### src/rtl/motor_pwm_driver.sv
// motor_pwm_driver: turns the signed motor command into a high-side PWM pin
// plus a direction pin. It applies slew limiting, a dead time before each
// direction change, a non-latching brake cut-off and a latching kill.
//
// Ports:
//   clk          system clock, rising edge
//   reset_n      asynchronous active-low reset
//   enable       motor drive permitted
//   PWMIn        signed commanded duty (-512..511), sign selects direction
//   brake        rider brake, non-latching cut-off
//   kill         tilt/fault, latching cut-off
//   pwmHigh      PWM pin to gate driver
//   dirOut       0 = forward, 1 = reverse
//   dutyActive   signed duty currently applied
//   periodStrobe one-cycle pulse at each PWM period start
//   fault        high while latched in FAULT
module motor_pwm_driver #(
  parameter int unsigned PRESCALE         = 1,
  parameter int unsigned SLEW_STEP        = 4,
  parameter int unsigned DEADTIME_PERIODS = 2
) (
  input  logic              clk,
  input  logic              reset_n,
  input  logic              enable,
  input  logic signed [9:0] PWMIn,
  input  logic              brake,
  input  logic              kill,
  output logic              pwmHigh,
  output logic              dirOut,
  output logic signed [9:0] dutyActive,
  output logic              periodStrobe,
  output logic              fault
);

  localparam int unsigned PRE_W   = (PRESCALE > 1) ? $clog2(PRESCALE) : 1;
  localparam int unsigned DT_W    = $clog2(DEADTIME_PERIODS + 1);
  localparam int unsigned CNT_W   = 9;
  localparam int unsigned MAG_W   = 10;
  localparam int unsigned CNT_MAX = 510;

  typedef enum logic [1:0] {S_IDLE, S_RUN, S_DEAD, S_FAULT} state_e;

  state_e             state_q, state_d;
  logic [PRE_W-1:0]   pre_cnt_q, pre_cnt_d;
  logic [CNT_W-1:0]   cnt_q, cnt_d;
  logic               strobe_q;
  logic signed [9:0]  duty_q, duty_d;
  logic               dir_q, dir_d;
  logic [DT_W-1:0]    dt_cnt_q, dt_cnt_d;
  logic               pwm_q, pwm_d;
  logic               fault_q, fault_d;

  logic               tick, wrap;
  logic [MAG_W-1:0]   pwm_in_u, tgt_mag, cur_mag, slew_mag, dec_mag;
  logic [MAG_W:0]     up_sum;
  logic               tgt_neg, sign_match, rev_start, dt_last;

  // Free-running timebase; wrap marks the period boundary
  assign tick      = (pre_cnt_q == PRE_W'(PRESCALE - 1));
  assign wrap      = tick && (cnt_q == CNT_W'(CNT_MAX));
  assign pre_cnt_d = tick ? '0 : pre_cnt_q + PRE_W'(1);
  assign cnt_d     = wrap ? '0 : (tick ? cnt_q + CNT_W'(1) : cnt_q);

  // Target magnitude; -512 has no positive counterpart so it clamps to 511
  assign pwm_in_u = PWMIn;
  assign tgt_neg  = PWMIn[9];
  always_comb begin
    tgt_mag = pwm_in_u;
    if (tgt_neg) begin
      tgt_mag = (pwm_in_u == 10'h200) ? 10'd511 : (~pwm_in_u + 10'd1);
    end
  end

  assign cur_mag    = duty_q[9] ? (~duty_q + 10'sd1) : duty_q;
  assign sign_match = (tgt_neg == dir_q);
  assign rev_start  = (tgt_mag != '0) && !sign_match && (cur_mag == '0);
  assign dt_last    = (dt_cnt_q <= DT_W'(1));

  // Move toward target by at most SLEW_STEP without overshoot
  assign up_sum = {1'b0, cur_mag} + (MAG_W+1)'(SLEW_STEP);
  always_comb begin
    slew_mag = cur_mag;
    if (cur_mag < tgt_mag) begin
      slew_mag = (up_sum > {1'b0, tgt_mag}) ? tgt_mag : up_sum[MAG_W-1:0];
    end else if (cur_mag > tgt_mag) begin
      slew_mag = ((cur_mag - tgt_mag) > MAG_W'(SLEW_STEP)) ?
                 (cur_mag - MAG_W'(SLEW_STEP)) : tgt_mag;
    end
  end

  // Wrong direction: wind the magnitude down to zero before reversing
  assign dec_mag = (cur_mag > MAG_W'(SLEW_STEP)) ? (cur_mag - MAG_W'(SLEW_STEP)) : '0;

  // State register
  always_ff @(posedge clk or negedge reset_n) begin
    if (!reset_n) state_q <= S_IDLE;
    else          state_q <= state_d;
  end

  // Next-state logic; kill dominates, then enable
  always_comb begin
    state_d = state_q;
    if (kill) begin
      state_d = S_FAULT;
    end else begin
      case (state_q)
        S_IDLE:  if (enable) state_d = S_RUN;
        S_RUN: begin
          if (!enable)                          state_d = S_IDLE;
          else if (wrap && !brake && rev_start) state_d = S_DEAD;
        end
        S_DEAD: begin
          if (!enable)             state_d = S_IDLE;
          else if (wrap && dt_last) state_d = S_RUN;
        end
        S_FAULT: if (!enable) state_d = S_IDLE;
        default: state_d = S_IDLE;
      endcase
    end
  end

  // Output / datapath next values
  always_comb begin
    duty_d   = duty_q;
    dir_d    = dir_q;
    dt_cnt_d = dt_cnt_q;
    fault_d  = (state_d == S_FAULT);
    pwm_d    = (state_q == S_RUN) && enable && !brake && !kill &&
               ({1'b0, cnt_q} < cur_mag);
    case (state_q)
      S_RUN: begin
        if (brake) begin
          duty_d = '0;
        end else if (wrap) begin
          if (rev_start) begin
            duty_d   = '0;
            dt_cnt_d = DT_W'(DEADTIME_PERIODS);
          end else if (sign_match || (tgt_mag == '0)) begin
            duty_d = dir_q ? $signed(~slew_mag + 10'd1) : $signed(slew_mag);
          end else begin
            duty_d = dir_q ? $signed(~dec_mag + 10'd1) : $signed(dec_mag);
          end
        end
      end
      S_DEAD: begin
        duty_d = '0;
        if (wrap) begin
          if (dt_last) begin
            dt_cnt_d = '0;
            dir_d    = ~dir_q;
          end else begin
            dt_cnt_d = dt_cnt_q - DT_W'(1);
          end
        end
      end
      default: duty_d = '0;
    endcase
    // Cut-offs freeze direction and dead-time progress
    if (kill || !enable) begin
      duty_d   = '0;
      dir_d    = dir_q;
      dt_cnt_d = dt_cnt_q;
    end
  end

  // Datapath and output registers
  always_ff @(posedge clk or negedge reset_n) begin
    if (!reset_n) begin
      pre_cnt_q <= '0;
      cnt_q     <= '0;
      strobe_q  <= 1'b0;
      duty_q    <= '0;
      dir_q     <= 1'b0;
      dt_cnt_q  <= '0;
      pwm_q     <= 1'b0;
      fault_q   <= 1'b0;
    end else begin
      pre_cnt_q <= pre_cnt_d;
      cnt_q     <= cnt_d;
      strobe_q  <= wrap;
      duty_q    <= duty_d;
      dir_q     <= dir_d;
      dt_cnt_q  <= dt_cnt_d;
      pwm_q     <= pwm_d;
      fault_q   <= fault_d;
    end
  end

  assign pwmHigh      = pwm_q;
  assign dirOut       = dir_q;
  assign dutyActive   = duty_q;
  assign periodStrobe = strobe_q;
  assign fault        = fault_q;

endmodule

### config.mk
export PLATFORM = sky130hd
export DESIGN_NAME = motor_pwm_driver
export DESIGN_NICKNAME = d
export VERILOG_FILES = /design/src/rtl/motor_pwm_driver.sv
export SDC_FILE = /design/constraint.sdc
export NUM_CORES = 1
export LEC_CHECK = 0
export ABC_AREA = 1
export CAP_MARGIN = 0
export CORE_MARGIN = 2
export CORE_UTILIZATION = 55
export DETAILED_ROUTE_END_ITERATION = 7
export PLACE_DENSITY = 0.79
export SETUP_SLACK_MARGIN = 0.4
export SYNTH_ARGS = -nofsm -noshare
export SYNTH_HDL_FRONTEND = slang
export SYNTH_SLANG_ARGS = --single-unit
### constraint.sdc
create_clock -name clk -period 4.1 [get_ports clk]
set_input_delay 0.82 -clock clk [delete_from_list [all_inputs] [get_ports clk]]
set_output_delay 0.82 -clock clk [all_outputs]
set_load 0.1 [all_outputs]
# Word level (Yosys, flattened, before mapping)
# Cells that the tools add are included.
[op_classes]
n_addsub = 10
multipliers = 0
div_mod_pow = 0
order_cmp = 7
eq_ne = 13
shift = 0
muxes = 33
n_bitwise = 7
reduce_logical = 23
[ops]
columns = ["op", "n"]
rows = [
  ["10-bit two-way mux", 16],
  ["10-bit inverter", 4],
  ["10-bit by 1-bit adder with 10-bit output (second input constant)", 3],
  ["2-bit two-way mux", 12],
  ["10-bit by 3-bit > comparator with 1-bit output (second input constant)", 2],
  ["10-bit logical NOT", 2],
  ["9-bit two-way mux", 2],
  ["10-bit by 3-bit adder with 11-bit output (second input constant)", 1],
  ["11-bit by 10-bit > comparator with 1-bit output", 1],
  ["10-bit by 2-bit adder with 10-bit output (second input constant)", 1],
  ["10-bit equality test (second input constant)", 1],
  ["10-bit > comparator", 1],
  ["1-bit logical AND", 10],
  ["10-bit less-than comparator", 1],
  ["9-bit by 10-bit less-than comparator with 1-bit output", 1],
  ["10-bit nonzero test", 1],
  ["10-bit subtractor", 1],
  ["10-bit by 3-bit subtractor with 10-bit output (second input constant)", 1],
  ["9-bit by 1-bit adder with 9-bit output (second input constant)", 1],
  ["9-bit equality test (second input constant)", 1],
  ["2-bit inequality test (second input constant)", 4],
  ["2-bit one-hot mux with 4 select lines", 1],
  ["2-bit equality test (second input constant)", 3],
  ["6-bit AND reduction", 1],
  ["15 further kinds", 21],
]
[totals]
register_bits = 28
latchBits = 0
ram_bits = 0
romBits = 0
inputBits = 15
elab_cells = 102
mem_count = 0

# Depth between registers and ports, before layout
[logic_depth]
ltp_word = 18
depth_mapped = 35

# Least setup slack after synthesis
# Ideal clock, no wire load.
[synth_timing]
kind = "flip-flop to flip-flop"
start = "register duty_q[0], in the netlist dutyActive[0]"
end = "register duty_q[6], in the netlist dutyActive[6]"
t_arrival_ns = 4.623
path_slack_ns = -0.649
path_stages_with_launch = 31
period_less_slack_ns = 4.749
path_cell_list = "dfrtp_1 inv_2 ha_1 inv_1 nor2_1 inv_1 o21ai_1 xor2_1 nand4_1 nor2_1 xor2_1 ha_1 nand2_1 inv_1 a221oi_1 nand2_1 nand2_1 inv_1 a21oi_1 o21ai_0 nand2_1 inv_1 ha_1 inv_1 nor2_1 nand2_2 nor2_2 nor2_1 nor2_1 o21ai_1 o21ai_1"
[synth_via]
elab_chain_cells = 17
elab_cells_between_ends = 30
cone_classes = "add/sub: 6; order compare: 5; mux: 14; bitwise: 3; reduce/logical: 2"
[synth_lines]
columns = ["element", "line_no", "source"]
rows = [
  ["start: declaration", "47", "logic signed [9:0] duty_q, duty_d;"],
  ["start signal: assignment", "181", "duty_q <= duty_d;"],
  ["10-bit inverter", "74", "assign cur_mag = duty_q[9] ? (~duty_q + 10'sd1) : duty_q;"],
  ["10-bit by 2-bit adder with 10-bit output", "74", ""],
  ["10-bit two-way mux (*)", "74", ""],
  ["10-bit subtractor", "86", "slew_mag = ((cur_mag - tgt_mag) > MAG_W'(SLEW_STEP)) ?"],
  ["10-bit by 3-bit > comparator with 1-bit output", "86", ""],
  ["10-bit two-way mux", "86", ""],
  ["10-bit two-way mux", "85", "end else if (cur_mag > tgt_mag) begin"],
  ["10-bit two-way mux", "83", "if (cur_mag < tgt_mag) begin"],
  ["10-bit inverter", "139", "duty_d = dir_q ? $signed(~slew_mag + 10'd1) : $signed(slew_mag);"],
  ["10-bit by 1-bit adder with 10-bit output", "139", ""],
  ["10-bit two-way mux", "139", ""],
  ["10-bit two-way mux", "138", "end else if (sign_match || (tgt_mag == '0)) begin"],
  ["10-bit two-way mux (*)", "135", "if (rev_start) begin"],
  ["10-bit two-way mux (*)", "134", "end else if (wrap) begin"],
  ["10-bit two-way mux (*)", "132", "if (brake) begin"],
  ["10-bit two-way mux (*)", "130", "case (state_q)"],
  ["10-bit two-way mux (*)", "159", "if (kill || !enable) begin"],
]
# Every way passes the cells marked *; elsewhere a longest branch is shown, timed or not. The select of a mux whose other input is x is not followed.
# A chain may end at the register's enable or synchronous reset.

# Final worst setup path
[layout_timing]
start = "register duty_q[1], in the netlist dutyActive[1]"
end = "register duty_q[3], in the netlist dutyActive[3]"
# The elaborated chain is that of the path after synthesis.

==> qor.yml <==
yosys:
  syn_avg_cell_area_um2: 6.204
  ys_types: 49
  synth_edf_count: 0
  syn_inst: 650
  yosys.area.top_type: "dfrtp_1"
  synth_area_mm2: 0.004033
  ys.flop_type: "dfrtp_1"
  ys_seq_elements: 27
  async_flop_share_pct: 100.0
  synth_top_area_share_pct: 16.75
  seq_area_frac_synth_pct: 16.75
  synth_fp_nets: 702
  yosysWarnings: 0
  synth_area_leaders: "dfrtp_1 17%, nand2_1 14%, ha_1 11%, inv_1 8.2%, nand3_1 6.8%"
cells_and_area:
  nFillCells: 439
  n_antenna_cell: 0
  area_growth_pct: 47.13
  drive_gt1_share_pct: 37.52
  layout.nets: 850
global_route:
  overflow: 0
  grt_pass1_vias: 4778
  grt_pass1_wl_um: 21280
  grt_usage_pct: 33.52
  antenna_found_initial: 0
  grt_max_degree: 30
drt:
  route.detailed.drc: 0
  via_per_inst: 6.017
  routedWlPerCell_um: 17.38
  first_iter_violations: 628
  finalWirelength_um: 15570
  drt-pass1-iter-count: 7
  antenna_left: 0
  vias: 5391
sta:
  post-route-min-period_ns: 4.374
  worst_slack_ns: -0.2743
  slew_violations: 0
  hold_viol: 0
  setup_viol: 9
  tightest_slew_ns: 1.090
  rsz0062_at_grt: "true"
  clock_skew_ns: 0.002393
  max_freq_mhz: 228.6
  period_share_pct: 106.7
  slew_headroom_pct: 27.09
  finalSetupTns_ns: -1.341
clocking:
  tritoncts: "built"
  root_buffer: "clkbuf_8"
  insertion_delay_ns: 0.29
  cts_buffers: 3
  cts_sinks: 27
  clock_path_buffers: 2
  cts_max_level: 1
  hold_buffers: 0
  clk_pin_slew_ns: 0.11
critical_path:
  crit_path_start_kind: "flop"
  critPathMaxFanout: 4
  crit_type: "reg -> reg"
  crit_arrival_ns: 4.54
  worstPathRequired_ns: 4.27
  slowest_delay_ns: 0.50
  crit_path_top_delay_cell: "dfrtp_4"
  cp-end-kind: "flop"
power_and_ir_drop:
  cellPowerDensity_mw_per_mm2: 120.9
  p_seq_share_pct: 37.7
  combPwrFrac_pct: 38.4
  internal-power_mw: 0.4588
  netSwitchingFraction_pct: 36.05
  leakagePower_nw: 2.952
  total_power_mw: 0.7174
  ir_drop_v: 0.0001419
  p_clk_share_pct: 23.9
  power_switching_mw: 0.2586
floorplanning:
  coreArea_mm2: 0.007176
  top_level_ports: 29
  start_util_pct: 56.20
  die_area_mm2: 0.008033
  rows: 31
  fp.dieW_um: 89.63
  fp.dieH_um: 89.63
placement:
  place_hpwl_um: 10220
  io_buffers: 28
  gp_congestion: 0.9273
  dpl_worst_slack_ns: -0.8844
run:
  drv_cap: 0
run_status:
  status: "complete, but fails checks"
  violations: "setup timing"
hold_path:
  hp-class: "reg -> reg"
==> layout by cell type (no fill, tap or decap), drive strengths merged, types with 2 or more instances in the layout <==
cell             n
nor2            74
nand3           62
xor2            14
o22ai            2
nand2          169
clkbuf           3
o21ai           37
nor4             4
nand3b           2
nand4           12
a31oi            3
xnor2            4
clkdlybuf4s50   17
dfrtp           27
o221ai           2
a211oi           2
o211ai           8
or2              2
dlygate4sd2      6
clkdlybuf4s15    2
clkinv           4
buf            130
nor3            17
ha              36
inv            101
a21oi           44
o21bai           4
o31ai            2
==> worst max-delay path: cells and delay by family, from the launching register on <==
kind	cells	cell delay (ns)
AOI/OAI and AO/OA	9	1.05
buffers and inverters	10	1.03
and+or+nand+nor	9	0.97
DFF	1	0.50
adders and majority gates	2	0.42
xor gates and xnor gates	1	0.29
==> kinds of logic after synthesis <==
group	synth area share, %
AOI/OAI and AO/OA	15.51
xor gates and xnor gates	4.096
adders and majority gates	11.67
buffers and inverters	11.64
DFF	16.75
and+or+nand+nor	40.33
==> what timing repair did <==
item | CTS | global route
gates cloned | 0 | 0
pin swaps | 46 | 72
setup endpoints to repair | 10 | 10
setup buffers | 12 | 12
resized for setup | 72 | 83
==> sequential cells by signal, indices dropped and copies added (netlist names) <==
| name | count |
|---|---|
| dutyActive | 10 |
| cnt_q | 9 |
| dt_cnt_q | 2 |
| state_q | 2 |
| dirOut | 1 |
| fault | 1 |
| periodStrobe | 1 |
| pwmHigh | 1 |
==> final cells by class <==
cell class	count	area (um^2)	share of cell area, %
flip-flops and latches	27	690.7	11.64
inverters	104	437.9	7.381
multi-input cells	507	3353	56.52
clock buffers	3	41.29	0.6959
clock inverters	1	8.758	0.1476
well taps	99	123.9	2.088
repair buffers	155	1277	21.53
==> power by group through the flow <==
stage / clock [mW] / sequential [mW] / combinational, mW
after global placement: 0 / 0.276 / 0.214
final: 0.172 / 0.271 / 0.275
after global routing: 0.182 / 0.271 / 0.292
after detailed placement: 0 / 0.276 / 0.221
after CTS: 0.172 / 0.271 / 0.235
after floorplan: 0 / 0.283 / 0.105
==> cell usage after synthesis (2+ instances only) <==
master    number
a31oi_1        3
inv_1         88
nor2_2         8
nand3_1       55
nand4_1       12
a211oi_1       2
a21oi_1       43
nor2_1        64
buf_4          3
nand3_2        5
nor4_1         3
xor2_1        13
nand3b_1       2
nand2_2       15
o22ai_1        2
o211ai_1       8
xnor2_1        4
buf_2          4
inv_2         12
nor3_2         3
o21bai_1       4
dfrtp_1       27
buf_6          2
nor3_1        13
o31ai_1        2
clkbuf_1       3
nand2_4        4
nor2_4         2
o221ai_1       2
nand2_1      150
nand3_4        2
clkinv_1       3
o21ai_2        2
or2_2          2
o21ai_0       26
ha_1          36
o21ai_1        9
==> worst paths after layout <==
check / depth (start not counted) / startpoint / slack (ns) / endpoint
setup / recovery: 31 / dutyActive[1]$_DFFE_PN0P_ / -0.27 / dutyActive[3]$_DFFE_PN0P_
hold / removal: 2 / dt_cnt_q[0]$_DFFE_PN0P_ / 0.51 / dt_cnt_q[0]$_DFFE_PN0P_
setup reg to reg: 31 / dutyActive[1]$_DFFE_PN0P_ / -0.27 / dutyActive[3]$_DFFE_PN0P_
hold reg to reg: 2 / dt_cnt_q[0]$_DFFE_PN0P_ / 0.51 / dt_cnt_q[0]$_DFFE_PN0P_
max in group asynchronous: 1 / reset_n / 2.21 / dutyActive[1]$_DFFE_PN0P_
min in group asynchronous: 1 / reset_n / 1.11 / dutyActive[8]$_DFFE_PN0P_
==> per-stage QoR <==
step / area [um^2] / std cells / hold WS, ns / utilization [%]
6_report: 5933 / 896 / 0.5058 / 82.69
3_5_place_dp: 5228 / 868 / 0.4855 / 72.85
5_1_grt: 5933 / 896 / 0.5322 / 82.69
2_1_floorplan: 4133 / 650 / 0.4457 / -
3_3_place_gp: 5228 / 868 / 0.4616 / 72.85
4_1_cts: 5507 / 884 / 0.5121 / 76.74
==> routing by layer <==
| layer | vias to the layer above | global-route usage (%) | wire [um] |
|---|---|---|---|
| met4 | 0 | 11.67 | 1117 |
| met1 | 2436 | 41.98 | 5649 |
| met2 | 378 | 57.75 | 7251 |
| met5 | - | 0 | 0 |
| met3 | 144 | 6.033 | 1553 |
| li1 | 2433 | - | - |
(Power assumes the default switching activity.)
